$ cat src/rtl/uart_receiver_core_if.sv
// Register-block side of the UART receive path: line control, FIFO access and
// status/counter readback.
interface uart_receiver_core_if;
    logic [7:0] lcr;
    logic       rf_pop;
    logic       enable;
    logic       rda_int;
    logic       rx_reset;
    logic       rx_lsr_mask;
    logic [5:0] counter_t;
    logic [3:0] counter_b;
    logic [4:0] rf_count;
    logic [9:0] rf_data_out;
    logic       rf_error_bit;
    logic       rf_overrun;

    modport master (
        output lcr, rf_pop, enable, rda_int, rx_reset, rx_lsr_mask,
        input  counter_t, counter_b, rf_count, rf_data_out, rf_error_bit, rf_overrun
    );
    modport slave (
        input  lcr, rf_pop, enable, rda_int, rx_reset, rx_lsr_mask,
        output counter_t, counter_b, rf_count, rf_data_out, rf_error_bit, rf_overrun
    );
endinterface

$ cat src/rtl/uart_receiver_core.sv
// 16550-style serial receiver: 16x oversampled deframer feeding a 16-entry
// record FIFO, plus break and character-timeout counters.
module uart_receiver_core (
    input  logic                 clk,
    input  logic                 wb_rst_i,
    input  logic                 srx_pad_i,
    uart_receiver_core_if.slave  rif
);
    localparam int FIFO_DEPTH = 16;
    localparam int REC_WIDTH  = 10;
    localparam int COUNTER_W  = 5;
    localparam int PTR_W      = $clog2(FIFO_DEPTH);

    typedef enum logic [2:0] {S_IDLE, S_START, S_DATA, S_PARITY, S_STOP, S_PUSH} state_t;

    state_t               state_q, state_d;
    logic                 srx_s1, srx;
    logic [3:0]           tick_q;
    logic [2:0]           bit_q;
    logic [7:0]           data_q;
    logic                 pe_q, fe_q, armed_q;
    logic                 mid, push, par_exp;
    logic [3:0]           len, frame_bits;
    logic [REC_WIDTH-1:0] mem [FIFO_DEPTH];
    logic [PTR_W-1:0]     wptr, rptr;
    logic [COUNTER_W-1:0] count;
    logic                 do_pop, do_push, full, err;
    logic [3:0]           brk_div, tmo_div;
    logic                 unused_ok;

    assign unused_ok  = ^{rif.rda_int, rif.lcr[7:6]};
    assign len        = 4'd5 + {2'b00, rif.lcr[1:0]};
    assign frame_bits = 4'd2 + len + {3'b000, rif.lcr[3]};
    assign par_exp    = rif.lcr[5] ? ~rif.lcr[4] : (rif.lcr[4] ? ^data_q : ~^data_q);

    always_ff @(posedge clk or posedge wb_rst_i)
        if (wb_rst_i) begin
            srx_s1 <= 1'b1;
            srx    <= 1'b1;
        end else begin
            srx_s1 <= srx_pad_i;
            srx    <= srx_s1;
        end

    always_ff @(posedge clk or posedge wb_rst_i)
        if (wb_rst_i) state_q <= S_IDLE;
        else          state_q <= state_d;

    // Start bit is re-checked half a bit in; every later sample is a full bit apart.
    always_comb begin
        state_d = state_q;
        push    = 1'b0;
        mid     = rif.enable && ((state_q == S_START) ? (tick_q == 4'd7) : (tick_q == 4'd15));
        case (state_q)
            S_IDLE:   if (rif.enable && !srx && armed_q) state_d = S_START;
            S_START:  if (mid) state_d = srx ? S_IDLE : S_DATA;
            S_DATA:   if (mid && ({1'b0, bit_q} == len - 4'd1))
                          state_d = rif.lcr[3] ? S_PARITY : S_STOP;
            S_PARITY: if (mid) state_d = S_STOP;
            S_STOP:   if (mid) state_d = S_PUSH;
            S_PUSH: begin
                push    = 1'b1;
                state_d = S_IDLE;
            end
            default:  state_d = S_IDLE;
        endcase
        if (rif.rx_reset) state_d = S_IDLE;
    end

    // armed_q blocks a held-low line (break) from retriggering until it returns high.
    always_ff @(posedge clk or posedge wb_rst_i)
        if (wb_rst_i) begin
            tick_q  <= '0;
            bit_q   <= '0;
            data_q  <= '0;
            pe_q    <= 1'b0;
            fe_q    <= 1'b0;
            armed_q <= 1'b0;
        end else begin
            if (state_q != state_d) tick_q <= '0;
            else if (rif.enable)    tick_q <= tick_q + 4'd1;
            if (state_q == S_IDLE && state_d == S_START) begin
                data_q <= '0;
                bit_q  <= '0;
                pe_q   <= 1'b0;
                fe_q   <= 1'b0;
            end
            if (mid && state_q == S_DATA) begin
                data_q[bit_q] <= srx;
                bit_q         <= bit_q + 3'd1;
            end
            if (mid && state_q == S_PARITY) pe_q <= srx ^ par_exp;
            if (mid && state_q == S_STOP)   fe_q <= ~srx;
            if (rif.rx_reset || state_q == S_PUSH)           armed_q <= 1'b0;
            else if (state_q == S_IDLE && rif.enable && srx) armed_q <= 1'b1;
        end

    assign full    = (count == COUNTER_W'(FIFO_DEPTH));
    assign do_pop  = rif.rf_pop && (count != '0) && !rif.rx_reset;
    assign do_push = push && (!full || do_pop) && !rif.rx_reset;

    always_ff @(posedge clk)
        if (do_push) mem[wptr] <= {data_q, pe_q, fe_q};

    always_ff @(posedge clk or posedge wb_rst_i)
        if (wb_rst_i) begin
            wptr           <= '0;
            rptr           <= '0;
            count          <= '0;
            rif.rf_overrun <= 1'b0;
        end else if (rif.rx_reset) begin
            wptr           <= '0;
            rptr           <= '0;
            count          <= '0;
            rif.rf_overrun <= 1'b0;
        end else begin
            if (do_push) wptr <= wptr + PTR_W'(1);
            if (do_pop)  rptr <= rptr + PTR_W'(1);
            count <= count + COUNTER_W'(do_push) - COUNTER_W'(do_pop);
            if (push && !do_push)     rif.rf_overrun <= 1'b1;
            else if (rif.rx_lsr_mask) rif.rf_overrun <= 1'b0;
        end

    always_comb begin
        err = 1'b0;
        for (int k = 0; k < FIFO_DEPTH; k++)
            if (COUNTER_W'(k) < count) err = err | (|mem[rptr + PTR_W'(k)][1:0]);
    end

    assign rif.rf_count     = count;
    assign rif.rf_error_bit = err;
    assign rif.rf_data_out  = (count == '0) ? '0 : mem[rptr];

    always_ff @(posedge clk or posedge wb_rst_i)
        if (wb_rst_i) begin
            rif.counter_b <= 4'd11;
            brk_div       <= '0;
        end else if (srx) begin
            rif.counter_b <= frame_bits;
            brk_div       <= '0;
        end else if (rif.enable) begin
            brk_div <= brk_div + 4'd1;
            if (brk_div == 4'd15 && rif.counter_b != '0) rif.counter_b <= rif.counter_b - 4'd1;
        end

    // Timeout restarts on any FIFO activity or while empty; counts bit times otherwise.
    always_ff @(posedge clk or posedge wb_rst_i)
        if (wb_rst_i) begin
            rif.counter_t <= 6'd40;
            tmo_div       <= '0;
        end else if (count == '0 || push || rif.rf_pop) begin
            rif.counter_t <= {frame_bits, 2'b00};
            tmo_div       <= '0;
        end else if (rif.enable) begin
            tmo_div <= tmo_div + 4'd1;
            if (tmo_div == 4'd15 && rif.counter_t != '0) rif.counter_t <= rif.counter_t - 6'd1;
        end
endmodule

$ cat src/flat_wrapper.sv
// flat-port wrapper written by rule: the top's interface ports become plain ports
module uart_receiver_core_flat 
  (clk, wb_rst_i, srx_pad_i, rif_lcr, rif_rf_pop, rif_enable, rif_rda_int, rif_rx_reset, rif_rx_lsr_mask, rif_counter_t, rif_counter_b, rif_rf_count, rif_rf_data_out, rif_rf_error_bit, rif_rf_overrun);
  uart_receiver_core_if rif_i ();
  input  logic clk;
  input  logic wb_rst_i;
  input  logic srx_pad_i;
  input wire logic [$bits(rif_i.lcr)-1:0] rif_lcr;
  input wire logic [$bits(rif_i.rf_pop)-1:0] rif_rf_pop;
  input wire logic [$bits(rif_i.enable)-1:0] rif_enable;
  input wire logic [$bits(rif_i.rda_int)-1:0] rif_rda_int;
  input wire logic [$bits(rif_i.rx_reset)-1:0] rif_rx_reset;
  input wire logic [$bits(rif_i.rx_lsr_mask)-1:0] rif_rx_lsr_mask;
  output wire logic [$bits(rif_i.counter_t)-1:0] rif_counter_t;
  output wire logic [$bits(rif_i.counter_b)-1:0] rif_counter_b;
  output wire logic [$bits(rif_i.rf_count)-1:0] rif_rf_count;
  output wire logic [$bits(rif_i.rf_data_out)-1:0] rif_rf_data_out;
  output wire logic [$bits(rif_i.rf_error_bit)-1:0] rif_rf_error_bit;
  output wire logic [$bits(rif_i.rf_overrun)-1:0] rif_rf_overrun;
  assign rif_i.lcr = rif_lcr;
  assign rif_i.rf_pop = rif_rf_pop;
  assign rif_i.enable = rif_enable;
  assign rif_i.rda_int = rif_rda_int;
  assign rif_i.rx_reset = rif_rx_reset;
  assign rif_i.rx_lsr_mask = rif_rx_lsr_mask;
  assign rif_counter_t = rif_i.counter_t;
  assign rif_counter_b = rif_i.counter_b;
  assign rif_rf_count = rif_i.rf_count;
  assign rif_rf_data_out = rif_i.rf_data_out;
  assign rif_rf_error_bit = rif_i.rf_error_bit;
  assign rif_rf_overrun = rif_i.rf_overrun;
  uart_receiver_core u_core (.clk(clk), .wb_rst_i(wb_rst_i), .srx_pad_i(srx_pad_i), .rif(rif_i));
endmodule
$ cat config.mk
export PLATFORM = sky130hd
export DESIGN_NAME = uart_receiver_core_flat
export DESIGN_NICKNAME = d
export VERILOG_FILES = /design/src/rtl/uart_receiver_core_if.sv /design/src/rtl/uart_receiver_core.sv /design/src/flat_wrapper.sv
export SDC_FILE = /design/constraint.sdc
export NUM_CORES = 1
export LEC_CHECK = 0
export BUFFER_PORTS_ARGS = -buffer_cell sky130_fd_sc_hd__buf_2
export CORE_UTILIZATION = 45
export DETAILED_ROUTE_END_ITERATION = 16
export PLACE_DENSITY_LB_ADDON = 0.12
export SLEW_MARGIN = 10
export SYNTH_ARGS = -nofsm -noshare
export SYNTH_HDL_FRONTEND = slang
export SYNTH_SLANG_ARGS = --single-unit
$ cat constraint.sdc
create_clock -name clk -period 8.25 [get_ports clk]
set_input_delay 2.0625 -clock clk [delete_from_list [all_inputs] [get_ports clk]]
set_output_delay 2.0625 -clock clk [all_outputs]
set_load 0.005 [all_outputs]
Word level (Yosys, flattened, before mapping)

Memory sizes are Yosys's and may differ from the RTL's.
Cells that the tools add are included.

Add/subtract/negate cells: 28
$lt $le $gt $ge: 18
Eq/ne operators: 13
Mux-type cells: 64
Bitwise operators: 18
Reductions and logical operators: 63

Operators by type and width:

| kind                  | number |
|---|---|
| $mux W4               | 13 |
| $lt A4 B5 Y1 const A  | 8 |
| $add A4 B4 Y4 const B | 8 |
| $reduce_or A2 Y1      | 16 |
| $mux W1               | 31 |
| $mux W3               | 9 |
| $reduce_bool A2 Y1    | 11 |
| $add A4 B1 Y4 const B | 5 |
| $lt A3 B5 Y1 const A  | 4 |
| $logic_and A1 B1 Y1   | 18 |
| $mux W6               | 3 |
| $add A4 B3 Y4 const B | 4 |
| $mux W8               | 2 |
| $or A1 B1 Y1          | 15 |
| $pmux W3 S5           | 1 |
| $eq A4 B4 Y1 const B  | 3 |
| $lt A1 B5 Y1 const A  | 2 |
| $lt A2 B5 Y1 const A  | 2 |
| $mux W10              | 1 |
| $add A4 B2 Y4 const B | 2 |
| $bwmux W8             | 1 |
| $reduce_xnor A8 Y1    | 1 |
| $reduce_xor A8 Y1     | 1 |
| $sub A4 B1 Y4 const B | 2 |
| 30 further kinds      | 41 |

Flip-flop bits (word level): 55
Bits in writable memories: 160
Input port bits: 16
Output and inout bits: 27
Logic and storage cells: 222
Memories kept: 1

Memory list:

| name       | depth | bits a word | read ports | clocked after memory_dff | write ports | RTL line                 | RTL |
|---|---|---|---|---|---|---|---|
| u_core.mem | 16    | 10          | 16         | 0                        | 1           | uart_receiver_core.sv:24 | `logic [REC_WIDTH-1:0] mem [FIFO_DEPTH];` |

Logic depth before layout (Yosys ltp)

Gate-level depths: netlist (run 1).
An unclocked memory read counts as a cell.

Depth after elaboration: 33
Depth in mapped cells: 13
Depth with buffers taken out: 13

Least setup slack after synthesis (run 1)

Ideal clock, no wire load.

Path kind: register to output
Start: register u_core.rptr[0]
End: output rif_rf_error_bit
Data arrival time: 2.567 ns
Required time: 6.188 ns
Slack: 3.620 ns
Cell stages (with the launch flop): 11
Path through: dfrtp_1 > buf_6 > buf_6 > inv_1 > ha_1 > xor2_1 > mux4_2 > mux2_2 > o221ai_1 > o2111a_1 > nand3_1

Word-level cells in the longest chain between the ends: 33
Elaborated cells between the ends (all ways): 63
Those cells by class: add/sub (15); mux (16); bitwise (15); reduce/logical (16); memory (1)

RTL lines:

| item                                                    | RTL line                  | RTL |
|---|---|---|
| start: declaration                                      | uart_receiver_core.sv:25  | `logic [PTR_W-1:0] wptr, rptr;` |
| start signal: assignment                                | uart_receiver_core.sv:118 | `if (do_pop) rptr <= rptr + PTR_W'(1);` |
| $add A4 B1 Y4 / $mem_v2 Z16 W10 (equally long branches) | n/a                       |  |
| $mem_v2 Z16 W10 *                                       | n/a                       |  |
| $reduce_or A2 Y1 / $mux W1 (equally long branches)      | uart_receiver_core.sv:127 | `if (COUNTER_W'(k) < count) err = err \| (\|mem[rptr + PTR_W'(k)][1:0]);` |
| $or A1 B1 Y1                                            | uart_receiver_core.sv:127 |  |
| $mux W1                                                 | uart_receiver_core.sv:127 |  |
| $or A1 B1 Y1                                            | uart_receiver_core.sv:127 |  |
| $mux W1                                                 | uart_receiver_core.sv:127 |  |
| $or A1 B1 Y1                                            | uart_receiver_core.sv:127 |  |
| [... 17 more ...]                                       | n/a                       |  |
| $or A1 B1 Y1                                            | uart_receiver_core.sv:127 |  |
| $mux W1                                                 | uart_receiver_core.sv:127 |  |
| $or A1 B1 Y1                                            | uart_receiver_core.sv:127 |  |
| $mux W1                                                 | uart_receiver_core.sv:127 |  |
| $or A1 B1 Y1                                            | uart_receiver_core.sv:127 |  |
| $mux W1                                                 | uart_receiver_core.sv:127 |  |
| $or A1 B1 Y1                                            | uart_receiver_core.sv:127 |  |
| $mux W1 *                                               | uart_receiver_core.sv:127 |  |
| end: declaration                                        | flat_wrapper.sv:18        | `output wire logic [$bits(rif_i.rf_error_bit)-1:0] rif_rf_error_bit;` |

Mark *: on every way between the ends. The rest lies on a longest branch, timed or not.

Worst setup path after layout (run 1)

Same ends and word-level chain as after synthesis.

==> results of run 1 <==
==> cell usage in the layout, fill, tap and decap left out, types with 22 or more instances in the layout <==
cell type and instances:
sky130_fd_sc_hd__edfxtp_1 160, sky130_fd_sc_hd__nor2_1 75, sky130_fd_sc_hd__mux4_2 60, sky130_fd_sc_hd__dfrtp_1 46, sky130_fd_sc_hd__buf_2 38, sky130_fd_sc_hd__nand2_1 35, sky130_fd_sc_hd__ha_1 34, sky130_fd_sc_hd__inv_1 29
sky130_fd_sc_hd__a21oi_1 29, sky130_fd_sc_hd__xnor2_1 25, sky130_fd_sc_hd__clkbuf_16 25, sky130_fd_sc_hd__nand3_1 22
==> cell usage after synthesis, types with 6 or more instances <==
cell type / number
sky130_fd_sc_hd__inv_1: 30
sky130_fd_sc_hd__nand2_1: 35
sky130_fd_sc_hd__nor2b_1: 17
sky130_fd_sc_hd__clkbuf_1: 21
sky130_fd_sc_hd__xor2_1: 19
sky130_fd_sc_hd__mux2i_1: 17
sky130_fd_sc_hd__nor2_1: 76
sky130_fd_sc_hd__nand3_1: 22
sky130_fd_sc_hd__a21oi_1: 29
sky130_fd_sc_hd__mux4_2: 60
sky130_fd_sc_hd__a31oi_1: 6
sky130_fd_sc_hd__nor4_1: 11
sky130_fd_sc_hd__nand4_1: 9
sky130_fd_sc_hd__nor4b_1: 10
sky130_fd_sc_hd__buf_2: 6
sky130_fd_sc_hd__o21ai_0: 21
sky130_fd_sc_hd__ha_1: 34
sky130_fd_sc_hd__xnor2_1: 25
sky130_fd_sc_hd__edfxtp_1: 160
sky130_fd_sc_hd__dfrtp_1: 48
sky130_fd_sc_hd__nor3_1: 17
sky130_fd_sc_hd__dfstp_2: 7
==> final cells by class <==
class                   instances  area (um^2)  share of cell area
well taps                     313        391.6             0.03280
clock inverters                15        190.2             0.01593
clock buffers                  31        678.2             0.05680
flip-flops and latches        215         6195              0.5189
inverters                      30        112.6            0.009432
repair buffers                 55        317.8             0.02662
multi-input cells             467         4054              0.3396
==> power groups by stage <==
stage | sequential [mW] | combinational, mW | clock [mW]
after floorplan | 1.25 | 0.551 | 0
after global placement | 1.29 | 0.644 | 0
after global routing | 1.29 | 0.722 | 1.21
after detailed placement | 1.30 | 0.658 | 0
after CTS | 1.28 | 0.661 | 1.17
final | 1.27 | 0.650 | 1.14
==> registers in the layout (all words and copies together) (netlist names), 3 cells and up <==
signal                flops
u_core.rif.rf_count       5
u_core.tmo_div            4
u_core.rif.counter_t      6
u_core.tick_q             4
u_core.data_q             8
u_core.wptr               4
u_core.brk_div            4
u_core.bit_q              3
u_core.state_q            3
u_core.rif.counter_b      4
u_core.mem              160
u_core.rptr               4
==> per-layer routing <==
layer | vias up | GRT usage | part of all wire
met2 | 145 | 0.3361 | 0.50
li1 | 2947 | - | -
met3 | 41 | 0.03092 | 0.042
met1 | 3265 | 0.2621 | 0.43
met5 | - | 0 | 0
met4 | 0 | 0.05089 | 0.020
==> per-stage QoR <==
stage	setup slack, ps	power, mW	cell area [um^2]
after global placement	2800	1.939	11070
after floorplan	3620	1.805	10570
after global routing	2041	3.215	11940
after detailed placement	2812	1.957	11070
final	2318	3.063	11940
after CTS	2244	3.104	11940
==> worst max-delay path, cell delays in order, from the launching register on <==
cell and delay (ps):
sky130_fd_sc_hd__dfrtp_4 740, sky130_fd_sc_hd__buf_4 650, sky130_fd_sc_hd__nor4b_1 150, sky130_fd_sc_hd__or4_1 640
sky130_fd_sc_hd__mux4_2 480, sky130_fd_sc_hd__a21o_1 170, sky130_fd_sc_hd__a32oi_1 170, sky130_fd_sc_hd__nor4_1 80
sky130_fd_sc_hd__nand3_1 100, sky130_fd_sc_hd__buf_2 120
==> worst paths after layout <==
check                           slack, ps  cells after the start                     endpoint
worst max-delay path                 2320                      9             rif_rf_error_bit
worst min-delay path                  360                      0         u_core.srx$_DFF_PP1_
worst max register to register       4940                      7  u_core.mem[15][7]$_DFFE_PP_
worst min register to register        360                      0         u_core.srx$_DFF_PP1_
max in group asynchronous            5970                      3   u_core.rptr[0]$_DFFE_PP0P_
min in group asynchronous            1730                      3   u_core.data_q[4]$_DFF_PP0_
==> cell families after synthesis <==
group           after synthesis  share of synthesized area
flops                       215                     0.5858
xor+xnor                     44                    0.03647
fa+ha+maj                    35                    0.04216
simple gates                227                     0.1098
buf+inv                      70                    0.03138
compound gates               82                    0.04831
mux                          79                     0.1461
==> metrics.log, run 1 <==
[metrics] Post-Layout Cell Count: 1126
[metrics] diode insertion count for antenna repair: 0
[metrics] timing startpoint of the critical path: u_core.rptr[0]$_DFFE_PP0P_
[metrics] Post-CTS Repair Setup Buffers: 0
[metrics] area share of the largest cell type after synthesis: 0.4547
[metrics] routability congestion estimate: 0.8637
[metrics] Total Die Area: 24100 um^2
[metrics] Seq cells post-synth: 215
[metrics] final-layout setup total negative slack: 0 ps
[metrics] number of core rows: 55
[metrics] post-detailed-route DRC marker count: 0
[metrics] CP arrival: just under 4000 ps
[metrics] worst slew pin tran: 1164 ps
[metrics] vias in the first global route: 6449
[metrics] total nets after synthesis: 803
[metrics] final critical-path share of the clock period: 0.7190
[metrics] Top Ports: 43
[metrics] leading post-synthesis cells by cell area: sky130_fd_sc_hd__edfxtp_1 (45%), sky130_fd_sc_hd__mux4_2 (13%), sky130_fd_sc_hd__dfrtp_1 (11%)
[metrics] cell accounting for the most synthesized area: sky130_fd_sc_hd__edfxtp_1
[metrics] via count of the routed design: roughly 6400
[metrics] layout filler cell count: 1956
[metrics] critical-path maximum fanout: 50
[metrics] GRT overflow: 0
[metrics] total power density per cell area: around 260 nW/um^2
[metrics] part of the power in combinational logic: 0.212
[metrics] Antenna Nets Post-Route: 0
[metrics] clock tree buffer depth: 3
[metrics] total internal power: 2.209 mW
[metrics] effective utilization at floorplan: 0.4625
[metrics] part of the total power dissipated in sequential elements: 0.416
[metrics] post_cts resized: 0
[metrics] Pre-Repair DR Iteration Count: 5
[metrics] relative slew slack: 0.2212
[metrics] fraction of power spent switching nets: 0.2787
[metrics] 1st-iter DRT viols: 443
[metrics] DP Wirelength: 15390 um
[metrics] average detailed-routed wire length per instance: 20.39 um
[metrics] unrepaired setup endpoints after global routing: false
[metrics] sequential fraction of the synthesis area: 0.5858
[metrics] Syn. warnings: 0
[metrics] prevailing post-synth register cell: sky130_fd_sc_hd__edfxtp_1
[metrics] clock sinks: 215
[metrics] synth unique cells: 58
[metrics] largest clock skew in the final design: 14.95 ps
[metrics] Placed Cells: 1080
[metrics] initial antenna violation count: 0
[metrics] placeable core area: ~23000 um^2
[metrics] largest net degree at the start of global routing: 62
[metrics] standby leakage power: 4.394 nW
[metrics] type of destination of the critical path: output port
[metrics] Fmax: 168.6 MHz
[metrics] share of power burned in the clock network: 0.372
[metrics] switching component of the power: 853.8 uW
[metrics] cts bufs inserted: 25
[metrics] cell count after synthesis: 752
[metrics] cell area after synthesis: 10570 um^2
[metrics] register clock-pin slew on the reported worst setup and hold paths: 60 ps
[metrics] sort of element at the start of the critical path: flop
[metrics] fin util: 0.5226
[metrics] maximum capacitance violations: 0
[metrics] hold_sp: u_core.srx_s1$_DFF_PP1_
[metrics] total number of nets in the final design: 845
[metrics] Final setup viols: 0
[metrics] run status: finished, final reports clean
[metrics] die width: 155.2 um
[metrics] Clk Latency, worst-skew pair: 530 ps
[metrics] number of vias per cell: 5.682
[metrics] worst hold path type: reg2reg
[metrics] time the final worst path needs with I/O delays and setup: just under 6000 ps
[metrics] global-route wire length before repair: approximately 36000 um
[metrics] final number of hold-violating endpoints: 0
[metrics] worst reg2reg startpoint: u_core.rif.rf_count[2]$_DFF_PP0_
[metrics] class of the most critical setup path: reg2out
[metrics] share of cells above drive strength 1: 0.2140
[metrics] DIE HEIGHT: roughly 160 um
[metrics] Layout Area Growth over Synthesis: 12.99%
[metrics] library cell used as clock root buffer: sky130_fd_sc_hd__clkbuf_16
[metrics] final hold slack: 356.1 ps
[metrics] number of flops mapped to enable cells by yosys: 160
[metrics] IO Port Bufs: 38
[metrics] worst vdd ir: 0.1315 mV
[metrics] total wirelength of the detailed-routed design: 22960 um
[metrics] worst endpoint required time: 6190 ps
[metrics] overall global routing resource usage: 0.1963
[metrics] TritonCTS clock tree: built
[metrics] Pins Over Slew Limit: 0
[metrics] CTS Hold Bufs: 0
[metrics] Avg Synthesized Cell Area: 14.05 um^2
[metrics] share of synthesized registers carrying an async set or reset: 0.2558
[metrics] depth of the CTS H-tree: 1
Power figures use the tool's default switching activity.
==> run 2: changes to the inputs <==
Clock period 8.25 ns to 5.95 ns, I/O delays scaled along.
==> metrics.log, run 2 (synthesis gave the netlist of run 1 again) <==
[metrics] standby leakage power: 4.284 nW (-2.5%)
[metrics] Total Die Area: 24100 um^2 (unchanged)
[metrics] number of vias per cell: 5.671 (-0.20%)
[metrics] Pre-Repair DR Iteration Count: 4 (-1)
[metrics] post_cts resized: 0 (unchanged)
[metrics] library cell used as clock root buffer: sky130_fd_sc_hd__clkbuf_16
[metrics] via count of the routed design: 6402 (+0.063%)
[metrics] time the final worst path needs with I/O delays and setup: 4986 ps
[metrics] GRT overflow: 0 (unchanged)
[metrics] TritonCTS clock tree: built
[metrics] switching component of the power: 1.161 mW (+36%)
[metrics] worst vdd ir: 0.1779 mV (+35%)
[metrics] register clock-pin slew on the reported worst setup and hold paths: 60 ps (about the same)
[metrics] most frequent cells in the layout: sky130_fd_sc_hd__edfxtp_1 (160), sky130_fd_sc_hd__nor2_1 (76), sky130_fd_sc_hd__mux4_2 (60)
[metrics] Final setup viols: 0 (unchanged)
[metrics] Clk Latency, worst-skew pair: 520 ps (about the same)
[metrics] part of the power in combinational logic: 0.226 (+0.014)
[metrics] largest clock skew in the final design: 22.28 ps (+7.330 ps)
[metrics] Layout Area Growth over Synthesis: 12.05%
[metrics] CTS Hold Bufs: 0 (unchanged)
[metrics] fraction of power spent switching nets: 0.2891 (+0.01040)
[metrics] total internal power: 2.855 mW (+29%)
[metrics] run status: finished, final reports clean
[metrics] maximum capacitance violations: 0 (unchanged)
[metrics] average detailed-routed wire length per instance: 20.02 um (-1.8%)
[metrics] diode insertion count for antenna repair: 0 (unchanged)
[metrics] effective utilization at floorplan: 0.4625 (unchanged)
[metrics] final-layout setup total negative slack: 0 ps (unchanged)
[metrics] cts bufs inserted: 24 (-4.0%)
[metrics] total power density per cell area: 339.2 nW/um^2 (+32%)
[metrics] depth of the CTS H-tree: 1 (unchanged)
[metrics] overall global routing resource usage: 0.1941 (-0.002227)
[metrics] worst endpoint required time: 4460 ps (-1730 ps)
[metrics] Antenna Nets Post-Route: 0 (unchanged)
[metrics] initial antenna violation count: 0 (unchanged)
[metrics] vias in the first global route: 6519 (+1.1%)
[metrics] Top Ports: 43 (unchanged)
[metrics] fin util: 0.5182 (-0.004326)
[metrics] Pins Over Slew Limit: 0 (unchanged)
[metrics] critical-path maximum fanout: 17 (-66%)
[metrics] global-route wire length before repair: 35890 um (-0.71%)
[metrics] Top reg by flops: u_core.mem
[metrics] Post-CTS Repair Setup Buffers: 0 (unchanged)
[metrics] total number of nets in the final design: 850 (+0.59%)
[metrics] flip-flop count of the largest register after layout: 160 (unchanged)
[metrics] total wirelength of the detailed-routed design: 22610 um (-1.5%)
[metrics] placeable core area: 22850 um^2 (unchanged)
[metrics] die width: 155.2 um (unchanged)
[metrics] worst hold path type: reg2reg
[metrics] clock tree buffer depth: 3 (unchanged)
[metrics] unrepaired setup endpoints after global routing: false
[metrics] type of destination of the critical path: output port
[metrics] share of cells above drive strength 1: 0.2145 (+0.0004386)
[metrics] relative slew slack: 0.2705 (+0.04938)
[metrics] largest net degree at the start of global routing: 33 (-47%)
[metrics] post-detailed-route DRC marker count: 0 (unchanged)
[metrics] DP Wirelength: 15300 um (-0.59%)
[metrics] final number of hold-violating endpoints: 0 (unchanged)
[metrics] 1st-iter DRT viols: 416 (-6.1%)
[metrics] Fmax: 200.6 MHz
[metrics] DIE HEIGHT: 155.2 um (unchanged)
[metrics] CP arrival: 3500 ps (-370 ps)
[metrics] clock sinks: 215 (unchanged)
[metrics] commonest non-fill, non-tap cell in the layout: sky130_fd_sc_hd__edfxtp_1
[metrics] IO Port Bufs: 38 (unchanged)
[metrics] class of the most critical setup path: reg2out
[metrics] routability congestion estimate: 0.8286 (-4.1%)
[metrics] registers with the highest flip-flop counts: u_core.mem (160), u_core.data_q (8), u_core.rif.counter_t (6)
[metrics] total power draw: 4.016 mW (+31%)
[metrics] final critical-path share of the clock period: 0.8380
[metrics] worst slew pin tran: 1086 ps (-78.13 ps)
[metrics] part of the total power dissipated in sequential elements: 0.438 (+0.022)
[metrics] number of core rows: 55 (unchanged)
[metrics] sort of element at the start of the critical path: flop
[metrics] share of power burned in the clock network: 0.337 (-0.035)
## run 2: cell types whose count changed in the layout (fill, tap and decap cells not counted)
| cell | delta |
|---|---|
| sky130_fd_sc_hd__buf_4 | +6 |
| sky130_fd_sc_hd__clkinv_2 | +4 |
| sky130_fd_sc_hd__bufinv_16 | -3 |
| sky130_fd_sc_hd__clkbuf_8 | -3 |
| sky130_fd_sc_hd__clkinv_1 | +2 |
| sky130_fd_sc_hd__clkbuf_1 | -1 |
| sky130_fd_sc_hd__clkbuf_16 | -1 |
| sky130_fd_sc_hd__clkinv_8 | +1 |
| sky130_fd_sc_hd__clkinvlp_4 | -1 |
| sky130_fd_sc_hd__inv_16 | -1 |
| sky130_fd_sc_hd__inv_4 | -1 |
| sky130_fd_sc_hd__inv_6 | +1 |
| sky130_fd_sc_hd__nor2_1 | +1 |
| sky130_fd_sc_hd__nor2_2 | -1 |
## run 2: path summary, 6_finish.rpt
check | slack (ps) | end | startpoint | cells after the start
max in group asynchronous | 4090 | u_core.rptr[0]$_DFFE_PP0P_ | wb_rst_i | 3
setup / recovery | 960 | rif_rf_error_bit | u_core.rptr[2]$_DFFE_PP0P_ | 8
hold reg to reg | 360 | u_core.srx$_DFF_PP1_ | u_core.srx_s1$_DFF_PP1_ | 0
min in group asynchronous | 1000 | u_core.data_q[1]$_DFF_PP0_ | wb_rst_i | 2
hold / removal | 360 | u_core.srx$_DFF_PP1_ | u_core.srx_s1$_DFF_PP1_ | 0
setup reg to reg | 2480 | u_core.mem[0][0]$_DFFE_PP_ | u_core.rif.rf_count[2]$_DFF_PP0_ | 8
## run 2: layer usage
metal  GRT usage  vias up  routed length (um)
li1            -     2957                   -
met1      0.2580     3265                9814
met3     0.02563       26                1025
met4     0.04528        0                 304
met2      0.3398      154               11460
met5           0        -                   0
## run 2: per-stage QoR
stage | worst slack [ps] | hold WS [ps] | instance area, um^2 | instances
CTS | 858.1 | 356.6 | 11840 | 1129
finish | 964.1 | 356.0 | 11840 | 1129
floorplan | 1895 | 345.2 | 10570 | 752
global placement | 1440 | 349.7 | 11110 | 1086
global route | 662.7 | 357.6 | 11840 | 1129
detailed placement | 1298 | 348.4 | 11110 | 1086
## run 2: final cells by class
| class | count | area [um^2] |
|---|---|---|
| clock buffer | 26 | 608.1 |
| clock inverter | 17 | 118.9 |
| fill | 1958 | 11010 |
| inverter | 30 | 112.6 |
| multi-input combinational | 467 | 4051 |
| sequential | 215 | 6195 |
| tap | 313 | 391.6 |
| timing repair buffer | 61 | 362.8 |
## run 2: power groups by stage
stage	clock, mW	combinational, mW	sequential (mW)
2_1_floorplan	0	0.753	1.74
3_3_place_gp	0	0.899	1.78
3_5_place_dp	0	0.916	1.79
4_1_cts	1.39	0.920	1.76
5_1_grt	1.45	1.01	1.77
6_report	1.35	0.906	1.76
## run 2: critical path: stages, from the launching register on
cell and delay [ps]:
sky130_fd_sc_hd__dfrtp_1 690, sky130_fd_sc_hd__inv_1 570, sky130_fd_sc_hd__ha_1 600, sky130_fd_sc_hd__mux4_2 530, sky130_fd_sc_hd__a21o_1 160, sky130_fd_sc_hd__a32oi_1 160
sky130_fd_sc_hd__nor4_1 80, sky130_fd_sc_hd__nand3_1 90, sky130_fd_sc_hd__buf_2 110
